### src/rtl/player_lives_controller_pkg.sv
// Shared types and constants for the player lives controller and its collision matcher.
package player_lives_controller_pkg;

    localparam int unsigned POS_COORD_W = 4;
    localparam int unsigned POS_W       = 2 * POS_COORD_W;
    localparam int unsigned SWORD_VIS_W = 4;
    localparam int unsigned LIVES_W     = 2;
    localparam int unsigned STATE_W     = 3;

    // Position payload: x in [7:4], y in [3:0]
    typedef struct packed {
        logic [POS_COORD_W-1:0] x;
        logic [POS_COORD_W-1:0] y;
    } pos_t;

    localparam logic [SWORD_VIS_W-1:0] SWORD_SHOWN       = 4'b0001;
    localparam logic [SWORD_VIS_W-1:0] SWORD_HIDDEN      = 4'b1111;
    localparam logic [POS_W-1:0]       SPAWN_POS_DEFAULT = 8'h13;

    typedef enum logic [STATE_W-1:0] {
        WAIT_START = 3'd0,
        PLAY       = 3'd1,
        HIT        = 3'd2,
        INVULN     = 3'd3,
        GAME_OVER  = 3'd4
    } game_state_e;

endpackage

### src/rtl/player_lives_controller_collision_matcher.sv
// Combinational per-slot sword/player collision detection; a sword kill masks contact with that slot.
module collision_matcher
    import player_lives_controller_pkg::*;
#(
    parameter int unsigned NUM_ENEMIES = 4
) (
    input  pos_t                           player_pos,
    input  pos_t                           sword_position,
    input  logic [SWORD_VIS_W-1:0]         sword_visible,
    input  logic [POS_W*NUM_ENEMIES-1:0]   enemy_pos,
    input  logic [NUM_ENEMIES-1:0]         enemy_valid,
    output logic [NUM_ENEMIES-1:0]         sword_hit_c,
    output logic                           player_hit_c
);

    logic                   sword_shown;
    logic [NUM_ENEMIES-1:0] contact;

    assign sword_shown = (sword_visible == SWORD_SHOWN);

    for (genvar g = 0; g < NUM_ENEMIES; g++) begin : g_slot
        pos_t enemy;
        assign enemy          = enemy_pos[POS_W*g +: POS_W];
        assign sword_hit_c[g] = enemy_valid[g] & sword_shown & (enemy == sword_position);
        assign contact[g]     = enemy_valid[g] & (enemy == player_pos) & ~sword_hit_c[g];
    end

    assign player_hit_c = |contact;

endmodule

### src/rtl/player_lives_controller.sv
// Game-state sequencer: lives, hit freeze, respawn, invulnerability and game-over, advanced on frame ticks.
module player_lives_controller
    import player_lives_controller_pkg::*;
#(
    parameter int unsigned     NUM_ENEMIES   = 4,
    parameter int unsigned     LIVES_INIT    = 3,
    parameter int unsigned     HIT_FRAMES    = 30,
    parameter int unsigned     INVULN_FRAMES = 60,
    parameter logic [POS_W-1:0] SPAWN_POS    = SPAWN_POS_DEFAULT
) (
    input  logic                         clk,
    input  logic                         reset,
    input  logic                         trigger,
    input  logic                         start,
    input  logic [POS_W-1:0]             player_pos,
    input  logic [POS_W-1:0]             sword_position,
    input  logic [SWORD_VIS_W-1:0]       sword_visible,
    input  logic [POS_W*NUM_ENEMIES-1:0] enemy_pos,
    input  logic [NUM_ENEMIES-1:0]       enemy_valid,
    output logic [LIVES_W-1:0]           lives,
    output logic [STATE_W-1:0]           game_state,
    output logic [NUM_ENEMIES-1:0]       enemy_kill,
    output logic                         respawn_req,
    output logic [POS_W-1:0]             respawn_pos,
    output logic                         freeze,
    output logic                         player_blink,
    output logic                         game_over
);

    localparam int unsigned FRAMES_MAX = (HIT_FRAMES > INVULN_FRAMES) ? HIT_FRAMES : INVULN_FRAMES;
    localparam int unsigned CNT_W      = $clog2(FRAMES_MAX);
    localparam logic [CNT_W-1:0]   HIT_LAST    = CNT_W'(HIT_FRAMES - 1);
    localparam logic [CNT_W-1:0]   INVULN_LAST = CNT_W'(INVULN_FRAMES - 1);
    localparam logic [LIVES_W-1:0] LIVES_RST   = LIVES_W'(LIVES_INIT);

    game_state_e            state_q, state_d;
    logic [CNT_W-1:0]       cnt_q, cnt_d;
    logic [LIVES_W-1:0]     lives_d;
    logic [NUM_ENEMIES-1:0] kill_d;
    logic                   respawn_d, blink_d, freeze_d, game_over_d;
    logic [NUM_ENEMIES-1:0] sword_hit_c;
    logic                   player_hit_c;

    collision_matcher #(
        .NUM_ENEMIES (NUM_ENEMIES)
    ) u_matcher (
        .player_pos     (player_pos),
        .sword_position (sword_position),
        .sword_visible  (sword_visible),
        .enemy_pos      (enemy_pos),
        .enemy_valid    (enemy_valid),
        .sword_hit_c    (sword_hit_c),
        .player_hit_c   (player_hit_c)
    );

    assign game_state = STATE_W'(state_q);

    // State register and all registered outputs
    always_ff @(posedge clk or negedge reset) begin
        if (!reset) begin
            state_q      <= WAIT_START;
            cnt_q        <= '0;
            lives        <= LIVES_RST;
            enemy_kill   <= '0;
            respawn_req  <= 1'b0;
            respawn_pos  <= SPAWN_POS;
            freeze       <= 1'b1;
            player_blink <= 1'b0;
            game_over    <= 1'b0;
        end else begin
            state_q      <= state_d;
            cnt_q        <= cnt_d;
            lives        <= lives_d;
            enemy_kill   <= kill_d;
            respawn_req  <= respawn_d;
            respawn_pos  <= SPAWN_POS;
            freeze       <= freeze_d;
            player_blink <= blink_d;
            game_over    <= game_over_d;
        end
    end

    // Next-state and output decode; nothing but pulse clearing happens off the frame tick
    always_comb begin
        state_d   = state_q;
        cnt_d     = cnt_q;
        lives_d   = lives;
        kill_d    = '0;
        respawn_d = 1'b0;
        blink_d   = player_blink;

        if (trigger) begin
            unique case (state_q)
                WAIT_START: begin
                    if (start) state_d = PLAY;
                end
                PLAY: begin
                    kill_d = sword_hit_c;
                    if (player_hit_c) begin
                        if (lives > 2'd1) begin
                            lives_d = lives - 2'd1;
                            cnt_d   = '0;
                            blink_d = 1'b0;
                            state_d = HIT;
                        end else begin
                            lives_d = '0;
                            state_d = GAME_OVER;
                        end
                    end
                end
                HIT: begin
                    if (cnt_q == HIT_LAST) begin
                        respawn_d = 1'b1;
                        cnt_d     = '0;
                        blink_d   = 1'b0;
                        state_d   = INVULN;
                    end else begin
                        blink_d = cnt_q[1];
                        cnt_d   = cnt_q + CNT_W'(1);
                    end
                end
                INVULN: begin
                    kill_d = sword_hit_c;
                    if (cnt_q == INVULN_LAST) begin
                        cnt_d   = '0;
                        blink_d = 1'b0;
                        state_d = PLAY;
                    end else begin
                        blink_d = cnt_q[2];
                        cnt_d   = cnt_q + CNT_W'(1);
                    end
                end
                GAME_OVER: begin
                    if (start) begin
                        lives_d   = LIVES_RST;
                        respawn_d = 1'b1;
                        cnt_d     = '0;
                        state_d   = PLAY;
                    end
                end
                default: state_d = WAIT_START;
            endcase
        end

        freeze_d    = (state_d == WAIT_START) || (state_d == HIT) || (state_d == GAME_OVER);
        game_over_d = (state_d == GAME_OVER);
    end

endmodule

### config.mk
export PLATFORM = sky130hd
export DESIGN_NAME = player_lives_controller
export DESIGN_NICKNAME = d
export VERILOG_FILES = /design/src/rtl/player_lives_controller_pkg.sv /design/src/rtl/player_lives_controller_collision_matcher.sv /design/src/rtl/player_lives_controller.sv
export SDC_FILE = /design/constraint.sdc
export NUM_CORES = 1
export LEC_CHECK = 0
export ABC_AREA = 1
export CORE_MARGIN = 4
export CORE_UTILIZATION = 46
export DETAILED_ROUTE_END_ITERATION = 8
export PLACE_DENSITY_LB_ADDON = 0.3
export SYNTH_ARGS = -nofsm -noshare
export SYNTH_HDL_FRONTEND = slang
export SYNTH_SLANG_ARGS = --single-unit
### constraint.sdc
create_clock -name clk -period 1.9 [get_ports clk]
set_clock_uncertainty 0.2 [all_clocks]
set_input_delay 0.57 -clock clk [delete_from_list [all_inputs] [get_ports clk]]
set_output_delay 0.57 -clock clk [all_outputs]
set_load 0.02 [all_outputs]
==> impl_metrics.sql <==
INSERT INTO impl_metrics (metric_group, metric, value, unit) VALUES
('outcome', 'outcome', 'complete, but fails checks', ''),
('outcome', 'violations', 'negative setup slack', ''),
('power', 'power_density', '550', 'nW/µm²'),
('setup_path', 'worst-endpoint-required', '1.89', 'ns'),
('clock_network', 'clk_latency', '0.27', 'ns'),
('grt', 'gr-usage-met1', '0.293', ''),
('layout', 'finish.net_count', '593', ''),
('clock_network', 'post_cts_hold_buffer_count', '0', ''),
('clock_network', 'cts_tree', 'done', ''),
('layout', 'layout-drive-gt1-share', '0.438', ''),
('synth', 'yosysSeqAreaShare', '0.213', ''),
('power', 'reported_leakage_power', '1.98', 'nW'),
('synth', 'synth.distinct_cells', '35', ''),
('timing', 'endpoints_failing_setup', '14', ''),
('placement', 'dp_slack', '-0.830', 'ns'),
('synth', 'synthesis.instances', '408', ''),
('grt', 'grt_first_pass_wirelength', '13300', 'µm'),
('route', 'dr.pass1.iters', '7', ''),
('power', 'vdd.ir_drop.worst', '0.000302', 'V'),
('setup_path', 'endpoint_kind', 'flip-flop', ''),
('synth', 'synth_xor_area_frac', '0.0546', ''),
('synth', 'avgSynthCellArea', '5.51', 'µm²'),
('die', 'fp.dieArea', '6070', 'µm²'),
('synth', 'synthAdderAreaFrac', '0.0111', ''),
('setup_path', 'critical_path.top_delay_family', 'simple AND/OR/NAND/NOR gates', ''),
('setup_path', 'slowest_delay', '0.21', 'ns'),
('placement', 'gpl.final_weighted_congestion', '1.01', ''),
('setup_path', 'timing.critical_path.slowest_stage_cell', 'dlygate4sd2_1', ''),
('power', 'p_clk_frac', '0.148', ''),
('layout', 'area.growth.synth_to_final', '60.6', '%'),
('layout', 'antenna_cells_inserted', '0', ''),
('synth', 'synth_warnings', '0', ''),
('grt', 'grt_max_degree', '20', ''),
('grt', 'grt.busiest_layer', 'met2', ''),
('synth', 'synth_largest_area_cell', 'nand2_1', ''),
('power', 'portion_of_total_power_attributed_to_combinational_logic', '0.579', ''),
('die', 'floorplan.initialDensity', '0.476', ''),
('die', 'io_pins', '81', ''),
('timing', 'fmax', '460', 'MHz'),
('clock_network', 'cts_max_path_buffers', '2', ''),
('clock_network', 'cts-root-buf', 'clkbuf_8', ''),
('layout', 'mostFrequentLayoutCells', 'nand2_1 (129), buf_4 (45), nor2_1 (39)', ''),
('power', 'seq_power_share', '0.273', ''),
('synth', 'complex_gate_fraction_of_the_synthesized_area', '0.0919', ''),
('power', 'power_switching', '0.898', 'mW'),
('power', 'p_total', '1.98', 'mW'),
('placement', 'port_buffers', '72', ''),
('setup_path', 'timing.critical_path.arrival', '2.17', 'ns'),
('hold_path', 'hold_path_class', 'flip-flop to flip-flop', ''),
('run', 'max-cap-violations', '0', ''),
('layout', 'layout.cells.most_common', 'nand2_1', ''),
('setup_path', 'crit_path_frequent_cell', 'nand2_2', ''),
('setup_path', 'cp.buffers_inverters', '4', ''),
('timing', 'finalMaxSlewViolations', '0', ''),
('clock_network', 'tritoncts.num_buffers', '3', ''),
('timing', 'rsz0062_at_grt', 'yes', ''),
('timing', 'hold_violations', '0', ''),
('synth', 'ys.flop_type', 'dfrtp_1', ''),
('die', 'die_boundary_width', '77.9', 'µm'),
('setup_path', 'setup.worst_path.class', 'input port to flip-flop', ''),
('setup_path', 'cell_by_cell_trace_of_the_critical_path', 'dlygate4sd2_1 > inv_2 > a21oi_1 > nand4_1 > nor2_2 > nand2_1 > nand2_2 > nor2_4 > buf_4 > buf_6 > o21ai_4 > nand2_4 > nand2_2 > o21ai_2', ''),
('power', 'sw_frac_of_total', '0.452', ''),
('synth', 'async_flop_share', '1.00', ''),
('clock_network', 'ctsHtreeMaxLevel', '1', ''),
('die', 'core-area', '4720', 'µm²'),
('grt', 'use_met3', '0.0302', ''),
('die', 'rows', '25', ''),
('timing', 'final_min_period_over_clock_period', '1.14', ''),
('synth', 'synth.area.top_cells', 'nand2_1 (27%), dfrtp_1 (18%), inv_1 (10%), nor2_1 (9.9%), xnor2_1 (4.3%)', ''),
('synth', 'synth-seq-cells', '19', ''),
('timing', 'postLayoutSetupSlackWorst', '-0.273', 'ns');
[registers in the layout (all words and copies together) (netlist names)]
| signal | flops |
|---|---|
| respawn_req | 1 |
| cnt_q | 6 |
| lives | 2 |
| game_state | 3 |
| freeze | 1 |
| player_blink | 1 |
| enemy_kill | 4 |
| game_over | 1 |
[layer usage]
metal  vias up  wire length [µm]
li1       1468                 -
met5         -                 0
met4         0               541
met2       161              4500
met1      1313              3210
met3        43               530
[worst reg2reg max path: cells and delay by family, from the launching register on]
kind	cells	cell delay, ns
simple gates	5	0.66
fa+ha+maj	1	0.19
buf+inv	1	0.09
compound gates	2	0.42
flops	1	0.48
[power groups by stage]
stage	clock [mW]	sequential [mW]	combinational [mW]
global placement	0	0.537	0.943
global route	0.310	0.550	1.23
floorplan	0	0.596	0.454
finish	0.293	0.541	1.15
detailed placement	0	0.540	0.953
CTS	0.290	0.534	1.03
[timing repair]
action                     in CTS  in global routing
pin swaps                      81                 53
setup endpoints to repair      29                 17
setup buffers                  10                  3
resized for setup             292                 67
[stage by stage]
stage,utilization,cell area [µm²]
after floorplan,-,2280
after global placement,0.696,3290
after detailed placement,0.696,3290
after CTS,0.735,3470
after global routing,0.764,3610
final,0.764,3610
[layout make-up]
cell class,instances,area [µm²],share of cell area
inverters,71,272,0.0752
flip-flops and latches,19,479,0.133
repair buffers,122,955,0.264
multi-input cells,314,1770,0.492
well taps,67,83.8,0.0232
clock inverters,1,5.00,0.00139
clock buffers,3,41.3,0.0114
[logic make-up (layout without fill, tap and decap cells)]
logic type               Yosys count  in the layout
adder cells (fa/ha/maj)            2              2
XOR/XNOR                          14             14
AND/OR/NAND/NOR                  255            255
flip-flops                        19             19
AO/OA/AOI/OAI                     35             35
buffers and inverters             81            197
other                              2              8
[final timing paths]
kind                       slack [ns]  depth (start not counted)            end      startpoint
setup / recovery                -0.27                         14       lives[0]  enemy_valid[0]
setup reg to reg                -0.20                          9      game_over        cnt_q[1]
max in group asynchronous        0.80                          2       lives[1]           reset
hold reg to reg                  0.30                          2   player_blink    player_blink
min in group asynchronous        0.44                          2  game_state[1]           reset
hold / removal                   0.30                          2   player_blink    player_blink
[cells in the mapped netlist, types with 2 or more instances]
| library cell | number |
|---|---|
| nor2_1 | 59 |
| o31ai_1 | 2 |
| dfrtp_1 | 16 |
| ha_1 | 2 |
| buf_4 | 8 |
| nor2_2 | 3 |
| xor2_1 | 3 |
| nor2_4 | 3 |
| nand2_2 | 3 |
| dfstp_2 | 3 |
| nand3_1 | 12 |
| nand4_1 | 6 |
| o21ai_0 | 15 |
| conb_1 | 2 |
| nand2_1 | 161 |
| o21ai_1 | 3 |
| xnor2_1 | 11 |
| o211ai_1 | 2 |
| a21oi_1 | 7 |
| inv_1 | 62 |
| inv_2 | 9 |
| nor3_1 | 2 |
| nand2_4 | 2 |
No activity file was read; power rests on OpenSTA's default activity.
